$ cat src/rtl/bmult_mac_acc.sv
// bmult_mac_acc: dot-product accumulator placed after an external 10x10 multiplier.
// Operand pairs arrive on a valid/ready stream and are sent to the multiplier.
// Each returning product is added to a wide accumulator. When the product tagged
// "last" arrives, the sum and the product count are held on a valid/ready result port.
module bmult_mac_acc #(
  parameter int unsigned W       = 10,
  parameter int unsigned MUL_LAT = 2,
  parameter int unsigned ACC_W   = 32,
  parameter int unsigned CNT_W   = 16
) (
  input  logic               clk,
  input  logic               rst_n,
  input  logic               in_valid,
  output logic               in_ready,
  input  logic [W-1:0]       in_a,
  input  logic [W-1:0]       in_b,
  input  logic               in_last,
  output logic [W-1:0]       mul_a,
  output logic [W-1:0]       mul_b,
  input  logic [2*W-1:0]     mul_p,
  output logic               out_valid,
  input  logic               out_ready,
  output logic [ACC_W-1:0]   out_acc,
  output logic [CNT_W-1:0]   out_count,
  output logic               out_ovf
);

  // One extra bit on the adder catches the carry out of the accumulator.
  localparam int unsigned SW = ACC_W + 1;

  typedef enum logic [1:0] {
    ACCUM = 2'd0,
    DRAIN = 2'd1,
    HOLD  = 2'd2
  } state_t;

  state_t             state;
  logic [MUL_LAT-1:0] vld;
  logic [MUL_LAT-1:0] tag;
  logic [ACC_W-1:0]   acc;
  logic [CNT_W-1:0]   count;
  logic               ovf;

  logic               accept;
  logic               sample;
  logic               final_hit;
  logic [SW-1:0]      sum;
  logic [CNT_W-1:0]   count_inc;

  // Handshake decode, the product adder and the saturating count increment.
  always_comb begin
    accept    = in_valid & in_ready;
    sample    = vld[MUL_LAT-1];
    final_hit = sample & tag[MUL_LAT-1] & (state == DRAIN);
    sum       = {1'b0, acc} + SW'(mul_p);
    count_inc = (count == {CNT_W{1'b1}}) ? count : count + CNT_W'(1);
  end

  // Sequencer, operand issue, latency pipeline, accumulator and result registers.
  always_ff @(posedge clk or negedge rst_n) begin
    if (!rst_n) begin
      state     <= ACCUM;
      in_ready  <= 1'b1;
      vld       <= '0;
      tag       <= '0;
      mul_a     <= '0;
      mul_b     <= '0;
      acc       <= '0;
      count     <= '0;
      ovf       <= 1'b0;
      out_valid <= 1'b0;
      out_acc   <= '0;
      out_count <= '0;
      out_ovf   <= 1'b0;
    end else begin
      // The tagged valid pipeline keeps the multiplier's fixed latency.
      vld[0] <= accept;
      tag[0] <= accept & in_last;
      for (int i = 1; i < int'(MUL_LAT); i++) begin
        vld[i] <= vld[i-1];
        tag[i] <= tag[i-1];
      end

      if (accept) begin
        mul_a <= in_a;
        mul_b <= in_b;
      end

      if (final_hit) begin
        // The last product goes straight to the result, and the sums restart at zero.
        out_acc   <= sum[ACC_W-1:0];
        out_count <= count_inc;
        out_ovf   <= ovf | sum[ACC_W];
        out_valid <= 1'b1;
        acc       <= '0;
        count     <= '0;
        ovf       <= 1'b0;
      end else if (sample) begin
        acc   <= sum[ACC_W-1:0];
        count <= count_inc;
        ovf   <= ovf | sum[ACC_W];
      end

      case (state)
        ACCUM: begin
          if (accept && in_last) begin
            state    <= DRAIN;
            in_ready <= 1'b0;
          end
        end
        DRAIN: begin
          if (final_hit) begin
            state <= HOLD;
          end
        end
        HOLD: begin
          if (out_valid && out_ready) begin
            out_valid <= 1'b0;
            state     <= ACCUM;
            in_ready  <= 1'b1;
          end
        end
        default: begin
          state    <= ACCUM;
          in_ready <= 1'b1;
        end
      endcase
    end
  end

endmodule

$ cat config.mk
export PLATFORM = sky130hd
export DESIGN_NAME = bmult_mac_acc
export DESIGN_NICKNAME = d
export VERILOG_FILES = /design/src/rtl/bmult_mac_acc.sv
export SDC_FILE = /design/constraint.sdc
export NUM_CORES = 1
export LEC_CHECK = 0
export BUFFER_PORTS_ARGS = -buffer_cell sky130_fd_sc_hd__buf_4
export CORE_ASPECT_RATIO = 0.6
export CORE_MARGIN = 2
export CORE_UTILIZATION = 55
export CTS_CLUSTER_DIAMETER = 120
export DETAILED_ROUTE_END_ITERATION = 10
export PLACE_DENSITY_LB_ADDON = 0.15
export RECOVER_POWER = 25
export SLEW_MARGIN = 20
export SYNTH_ARGS = -nofsm -noshare
export SYNTH_HDL_FRONTEND = slang
export SYNTH_SLANG_ARGS = --single-unit
$ cat constraint.sdc
create_clock -name clk -period 4.9 [get_ports clk]
set_clock_uncertainty 0.15 [all_clocks]
set_input_delay 0.245 -clock clk [delete_from_list [all_inputs] [get_ports clk]]
set_output_delay 0.245 -clock clk [all_outputs]
set_load 0.1 [all_outputs]
# Yosys cells after proc, flatten, opt, wreduce, memory -nomap -nowiden
# Index checks and enable logic that the tools add are counted.
op_classes:
  addsub: 2
  eq_ne: 6
  mux: 17
  bitwise_logic: 6
  reduce_logical: 6
ops:
  columns: ["operator", "count"]
  rows:
  - ["$mux 32", 2]
  - ["$mux 16", 3]
  - ["$add 32x20->33", 1]
  - ["$add 16x1->16 const B", 1]
  - ["$eq 16x16->1 const B", 1]
  - ["$mux 1", 7]
  - ["$mux 2", 3]
  - ["$ne 2x2->1 const B", 3]
  - ["$pmux 2 s3", 1]
  - ["$reduce_and 3->1", 2]
  - ["$and 1x1->1", 4]
  - ["$pmux 1 s3", 1]
  - ["$eq 2x1->1 const B", 1]
  - ["$eq 2x2->1 const B", 1]
  - ["$logic_and 1x1->1", 2]
  - ["$logic_not 2->1", 1]
  - ["$reduce_bool 2->1", 1]
  - ["$not 1->1", 1]
  - ["$or 1x1->1", 1]
word_totals:
  ff_bits: 126
  input_bits: 45
  output_inout_bits: 71

# Longest topological paths before layout
# Gate-level depths: netlist (run 1).
depth:
  word_depth: 5
  ltp_mapped: 10
  mapped_depth_nobuf: 9

# Worst setup path after synthesis (run 1)
# No wires, ideal clock.
synth_path:
  path_kind: "reg2reg"
  start: "register acc[0]"
  end: "register acc[30]"
  setup_ps: 81
  arrival_time_ps: 2485
  path_slack_ps: 2184
  path_stages_with_launch: 10
  path_buffers: 0
  period_less_slack_ps: 2716
  cell_sequence: "dfrtp_1 -> ha_1 -> fa_1 -> a21o_1 -> a221oi_2 -> nor3_1 -> o21ai_1 -> a21oi_2 -> a311o_1 -> o211ai_2"
synth_between:
  elab_chain_cells: 3
synth_rtl:
  columns: ["element", "line_no", "source"]
  rows:
  - ["from (decl)", "40", "logic [ACC_W-1:0] acc;"]
  - ["from (signal assigned)", "99", "acc <= sum[ACC_W-1:0];"]
  - ["$add 32x20->33", "55", "sum = {1'b0, acc} + SW'(mul_p);"]
  - ["$mux 32", "98", "end else if (sample) begin"]
  - ["$mux 32", "89", "if (final_hit) begin"]
# No other way between the ends. The select of a mux whose other input is x is not followed.
# A chain may end at the register's enable or synchronous reset.

# Worst setup path after layout (run 1)
layout_path:
  start: "register acc[6]"
  end: "register acc[29]"
# The elaborated chain is that of the path after synthesis.

==> flow_metrics.tcl, run 1 <==
set metrics [dict create \
    outcome "complete, but fails checks" \
    violations "capacitance limit, slew limit" \
    drtIter0Drc 301 \
    synth.largest_area_cell "dfrtp_1" \
    synth.top_cell.area_share_pct 49.5 \
    cpMaxStageDelayCell "o2bb2ai_1" \
    core_area_um2 11300 \
    cts_buffer_depth 2 \
    root_buffer "clkbuf_16" \
    grt_pass1_vias 5224 \
    finalCritPeriodShare_pct 68.6 \
    cts_setup_buffers 0 \
    path_clk_slew_ns 0.05 \
    dr.pass1.iters 5 \
    overflow 0 \
    nNetsFinal 816 \
    via_count 5229 \
    io_pins 116 \
    chipWidth_um 142 \
    total_power_mw 4.33 \
    ys_ff_latch 126 \
    syn-instance-count 623 \
    slew_viol_final 53 \
    routed_wl_um 15300 \
    grt_pass1_wl_um 25600 \
    cts_resized 0 \
    synth_most_common_cell "dfrtp_1" \
    peakVddDrop_v 0.000295 \
    finalCriticalPeriod_ns 3.36 \
    dpl.hpwl_um 9920 \
    top_usage_layer "met2" \
    cts_tree "yes" \
    grtUsageMet1_pct 36.4 \
    syn_area_um2 6310 \
    p_per_area_nw_per_um2 539 \
    synth_ff_type "dfrtp_1" \
    core.rowCount 30 \
    antenna_found_initial 0 \
    required_ns 5.09 \
    synth_async_sr_flop_share_pct 100 \
    leakage_nw 3.74 \
    crit_start "acc[6]$_DFFE_PN0P_" \
    yosysWarnings 0 \
    hold_path.startpoint "mul_p[0]" \
    startpoint_type "register" \
    crit_chain "ha_1 > o21ai_0 > a2111oi_0 > a21oi_1 > o2bb2ai_1 > nand3_1 > or3_1 > nand3_1" \
    reg2regPathDepth 8 \
    ctsHoldBuffers 24 \
    critPathMaxFanout 12 \
    cpPeakStageDelay_ns 0.78 \
    vias_per_cell 5.77 \
    antenna_left 0 \
    wl_per_cell_um 16.9 \
    rr_startpoint "acc[6]$_DFFE_PN0P_" \
    synth_edf_count 0 \
    portBuffers 115 \
    arrival_ns 3.56 \
    crit_type "register to register" \
    yosys-top-cells-count "dfrtp_1 (125), nand2_1 (82), o21ai_0 (65), a21oi_1 (31), clkbuf_1 (31)" \
    crit_path_end_kind "register" \
    setup_viol 0 \
    drive_gt1_share_pct 20.5 \
    worstMarginPinSlew_ns 2.73 \
    h-tree-depth 4 \
    ys_top_cells_by_area "dfrtp_1 (50%), o21ai_0 (5.2%), nand2_1 (4.9%)" \
    syn_nets 690 \
    grt_use_total_pct 26.1 \
    hold_class "input port to register" \
    finalHoldViolations 0 \
    dieArea_um2 12400 \
    fmax_mhz 297 \
    tns_ns 0 \
    finalInstanceArea_um2 8040 \
    cts_buffers 17 \
    syn_avg_cell_area_um2 10.1 \
    cpMostUsedCell "nand3_1" \
    die_height_um 87 \
    syn2layout_area_growth_pct 27.3 \
    rsz0062_at_grt "false" \
    clock_latency_ns 0.41 \
    drc 0 \
    yosysSeqAreaShare_pct 50.0 \
    use_met2_pct 41.5 \
    post-route-util_pct 71.4 \
    start_util_pct 56.1 \
    drv_cap 1 \
    antennaDiodeCount 0 \
    met3_usage_pct 5.94 \
    synth_cell_types 55 \
    place.gp.congestion 0.849 \
    cts_num_sinks 126 \
    maxSlewHeadroom_pct -81.7 \
    min_delay_path_depth 4 \
    grt_max_degree 100 \
    place_area_um2 7250 \
]
## cells in the final DEF, fill, tap and decap left out, types with 3 or more instances in the layout
master	synthesis	layout
dfrtp_1	125	125
buf_4	1	93
nand2_1	82	82
o21ai_0	65	65
a21oi_1	31	31
clkbuf_1	31	27
dlygate4sd3_1	0	24
xnor2_1	21	21
mux2_2	21	21
o2bb2ai_1	21	21
ha_1	21	21
and3_1	19	19
xor2_1	19	19
nand3_1	19	19
nor2_1	19	19
a21o_1	17	17
clkbuf_16	0	17
o31ai_1	12	12
a31oi_1	11	11
o21ai_1	9	9
nand4_1	8	8
inv_1	7	7
a22o_1	7	7
a211oi_1	5	5
bufinv_16	0	5
clkinv_2	0	5
o211ai_1	4	4
and2_1	3	3
mux2i_1	3	3
or3_1	3	3
## final timing paths
kind	to	slack [ns]
worst min-delay path	out_acc[0]$_DFFE_PN0P_	0.05
worst min register to register	vld[1]$_DFF_PN0_	0.20
min in group asynchronous	out_acc[15]$_DFFE_PN0P_	0.48
max in group asynchronous	count[6]$_DFFE_PN0P_	1.82
worst max register to register	acc[29]$_DFFE_PN0P_	1.54
worst max-delay path	acc[29]$_DFFE_PN0P_	1.54
## where the power goes
group,switching [mW],internal (mW),leakage (nW)
clock,0.454,0.924,0.316
sequential,0.115,1.20,1.51
combinational,1.11,0.530,1.92
total,1.68,2.66,3.74
## through the flow
step,instances,hold slack (ns),setup slack [ns]
3_3_place_gp,850,0.184,1.74
5_1_grt,906,0.0659,1.13
3_5_place_dp,850,0.187,1.63
2_1_floorplan,623,-0.201,2.18
4_1_cts,906,0.0331,1.61
6_report,906,0.0450,1.54
## critical path, delay by kind of cell (launching register included)
family / cells / cell delay [ns]
AOI/OAI and AO/OA: 4 / 1.65
DFF: 1 / 0.38
adders and majority gates: 1 / 0.39
and+or+nand+nor: 3 / 0.72
## cell type report
| class | count | area [um2] |
|---|---|---|
| fillers | 844 | 3220 |
| multi-input cells | 452 | 2990 |
| repair buffers | 144 | 1040 |
| well taps | 144 | 180 |
| flip-flops and latches | 126 | 3150 |
| clock inverters | 12 | 190 |
| clock buffers | 20 | 457 |
| inverters | 8 | 30.0 |
## kinds of logic after synthesis
| logic type | synth area share [%] |
|---|---|
| AO/OA/AOI/OAI | 20.8 |
| flip-flops | 50.0 |
| buffers and inverters | 2.85 |
| AND/OR/NAND/NOR | 12.2 |
| XOR/XNOR | 5.55 |
| multiplexers | 4.22 |
| adder cells (fa/ha/maj) | 4.48 |
## layer usage
metal	up-vias	wire length, um
met5	-	0
met4	0	159
met3	18	707
met2	151	7190
met1	2549	7250
li1	2511	-
## sequential cells by signal, summed over array words and instances (netlist names), 10 cells and up
| signal | cells |
|---|---|
| mul_a | 10 |
| count | 16 |
| out_acc | 32 |
| out_count | 16 |
| mul_b | 10 |
| acc | 32 |
Note: power is estimated with default switching activity, not from simulation.
==> run 2: changes to the inputs <==
ABC_AREA = 1   (was default)
clock period = 3.3 ns   (was 4.9 ns; I/O delays follow)
==> run 2 against run 1 <==
Effect of this change:
- sequential power is 71% higher
- the flow now finishes without violations
- critical path type unchanged
- worst hold slack worse by 0.035 ns
- maximum frequency increased by 42%
- area after synthesis increased by 11%
- critical endpoint is now mul_a[1]$_DFFE_PN0P_
- global-route usage grew 5.4 points
==> flow_metrics.tcl, run 2 <==
set metrics [dict create \
    antenna_left 0 \
    setup_viol 0 \
    synth_cell_types 39 \
    yosys-top-cells-count "nand2_1 (409), dfrtp_1 (125), inv_1 (101), nand3_1 (73), nor2_1 (48)" \
    cts_buffer_depth 2 \
    syn2layout_area_growth_pct 27.0 \
    h-tree-depth 4 \
    multi_input_area_um2 3300 \
    core.rowCount 31 \
    via_count 6774 \
    p_comb_share_pct 47.7 \
    intPower_mw 4.16 \
    place.gp.congestion 0.950 \
    required_ns 3.46 \
    wl_per_cell_um 15.5 \
    finalCritPeriodShare_pct 71.7 \
    drc 0 \
    drtIter0Drc 609 \
    root_buffer "clkbuf_16" \
    syn_area_um2 6980 \
    antenna_found_initial 0 \
    tns_ns 0 \
    reg_top3 "acc (32), out_acc (32)" \
    synth_compound_area_share_pct 6.24 \
    synth_most_common_cell "nand2_1" \
    seq_area_um2 3150 \
    cts_buffers 17 \
    power.share.clock_pct 24.5 \
    cts_num_sinks 126 \
    grt_use_total_pct 31.5 \
    critPathMaxFanout 23 \
    synth_edf_count 0 \
    dpl.hpwl_um 14100 \
    p_sw_mw 3.97 \
    final_common_cell "nand2_1" \
    routed_wl_um 19900 \
    seqPwrFrac_pct 27.7 \
    outcome "finished, final reports clean" \
    fmax_mhz 423 \
    synth-simple-area-share_pct 34.3 \
    post-route-util_pct 72.6 \
    ys_top_cells_by_area "dfrtp_1 (45%), nand2_1 (22%), inv_1 (5.4%)" \
    core_area_um2 12200 \
    antennaDiodeCount 0 \
    yosysWarnings 0 \
    cts_tree "yes" \
    synth_async_sr_flop_share_pct 100 \
    hold_class "input port to register" \
    synth-adder-area-share_pct 4.05 \
    dieArea_um2 13600 \
    crit_path_end_kind "register" \
    syn_nets 1027 \
    synthMuxAreaShare_pct 0 \
    slew_viol_final 0 \
    leakage_nw 4.77 \
    arrival_ns 2.52 \
    drive_gt1_share_pct 16.2 \
    worstMarginPinSlew_ns 1.29 \
    overflow 0 \
    synth_xor_area_share_pct 2.64 \
    peakVddDrop_v 0.000759 \
    finalHoldViolations 0 \
    ctsHoldBuffers 23 \
    fillers 971 \
    syn-instance-count 960 \
    cts_resized 0 \
    grt_pass1_vias 6412 \
    vias_per_cell 5.29 \
    synth.top_cell.area_share_pct 44.8 \
    drv_cap 0 \
    nNetsFinal 1170 \
    syn_avg_cell_area_um2 7.27 \
    finalCriticalPeriod_ns 2.37 \
    sw_frac_of_total_pct 48.8 \
    crit_type "register to register" \
    ys_ff_latch 126 \
    path_clk_slew_ns 0.06 \
    maxSlewHeadroom_pct 14.3 \
    grt_max_degree 53 \
    grt_pass1_wl_um 33100 \
    clock_latency_ns 0.42 \
    start_util_pct 57.1 \
    die_height_um 91.3 \
    chipWidth_um 149 \
    synth_ff_type "dfrtp_1" \
    portBuffers 115 \
    synth.largest_area_cell "dfrtp_1" \
    dr.pass1.iters 5 \
    yosysSeqAreaShare_pct 45.2 \
    mostFrequentLayoutCells "nand2_1 (409), dfrtp_1 (125), buf_4 (121)" \
    cts_setup_buffers 0 \
    p_per_area_nw_per_um2 918 \
    rsz0062_at_grt "false" \
    startpoint_type "register" \
    synth_top_family_by_area "simple AND/OR/NAND/NOR gates" \
    io_pins 116 \
]
-- run 2: cell type report --
cell class / instances / share of cell area (%)
Clock inverter: 14 / 2.02
Clock buffer: 18 / 4.95
Tap cell: 165 / 2.33
Multi-Input combinational cell: 699 / 37.2
Timing Repair Buffer: 147 / 13.2
Sequential cell: 126 / 35.6
Inverter: 112 / 4.74
-- run 2: path summary, 6_finish.rpt --
check,from,cells past startpoint,slack [ns],endpoint
worst max-delay path,in_ready$_DFFE_PN1P_,5,0.93,mul_a[1]$_DFFE_PN0P_
worst min-delay path,mul_p[0],4,0.01,out_acc[0]$_DFFE_PN0P_
worst max register to register,in_ready$_DFFE_PN1P_,5,0.93,mul_a[1]$_DFFE_PN0P_
worst min register to register,vld[0]$_DFF_PN0_,0,0.20,vld[1]$_DFF_PN0_
max in group asynchronous,rst_n,3,1.58,out_acc[18]$_DFFE_PN0P_
min in group asynchronous,rst_n,2,0.42,out_acc[10]$_DFFE_PN0P_
-- run 2: power by group through the flow --
stage	combinational (mW)	clock, mW	sequential (mW)
after floorplan	1.62	0	3.45
after global placement	3.73	0	2.26
after detailed placement	3.78	0	2.26
after CTS	3.82	2.01	2.25
after global routing	4.19	2.08	2.31
final	3.88	2.00	2.26
-- run 2: per-stage QoR --
| step | area, um2 | total power [mW] | hold slack, ns | cells | worst slack (ns) |
|---|---|---|---|---|---|
| finish | 8870 | 8.14 | 0.0101 | 1281 | 0.934 |
| global route | 8870 | 8.58 | 0.0579 | 1281 | 0.679 |
| CTS | 8870 | 8.08 | 0.00227 | 1281 | 0.979 |
| detailed placement | 8020 | 6.03 | 0.0930 | 1226 | 0.988 |
| global placement | 8020 | 5.99 | 0.0924 | 1226 | 1.05 |
| floorplan | 6980 | 5.06 | -0.281 | 960 | 1.29 |
-- run 2: cell families after synthesis --
group | count (synthesis)
simple gates | 576
xor+xnor | 21
fa+ha+maj | 22
compound gates | 80
flops | 126
buf+inv | 135
-- run 2: per-layer routing --
| metal | vias to the layer above | share of wire [%] | global-route usage (%) |
|---|---|---|---|
| met5 | - | 0.24 | 3.08 |
| met4 | 2 | 1.2 | 7.46 |
| met3 | 27 | 11 | 8.99 |
| met2 | 309 | 39 | 40.7 |
| met1 | 3134 | 49 | 50.6 |
| li1 | 3302 | - | - |
-- run 2: worst max-delay path, stage by stage (launching register included) --
cell and delay (ns):
dfstp_2 0.38, nand2_1 0.05, clkbuf_1 0.78, inv_1 0.60, nand2_1 0.20, nand2_1 0.08
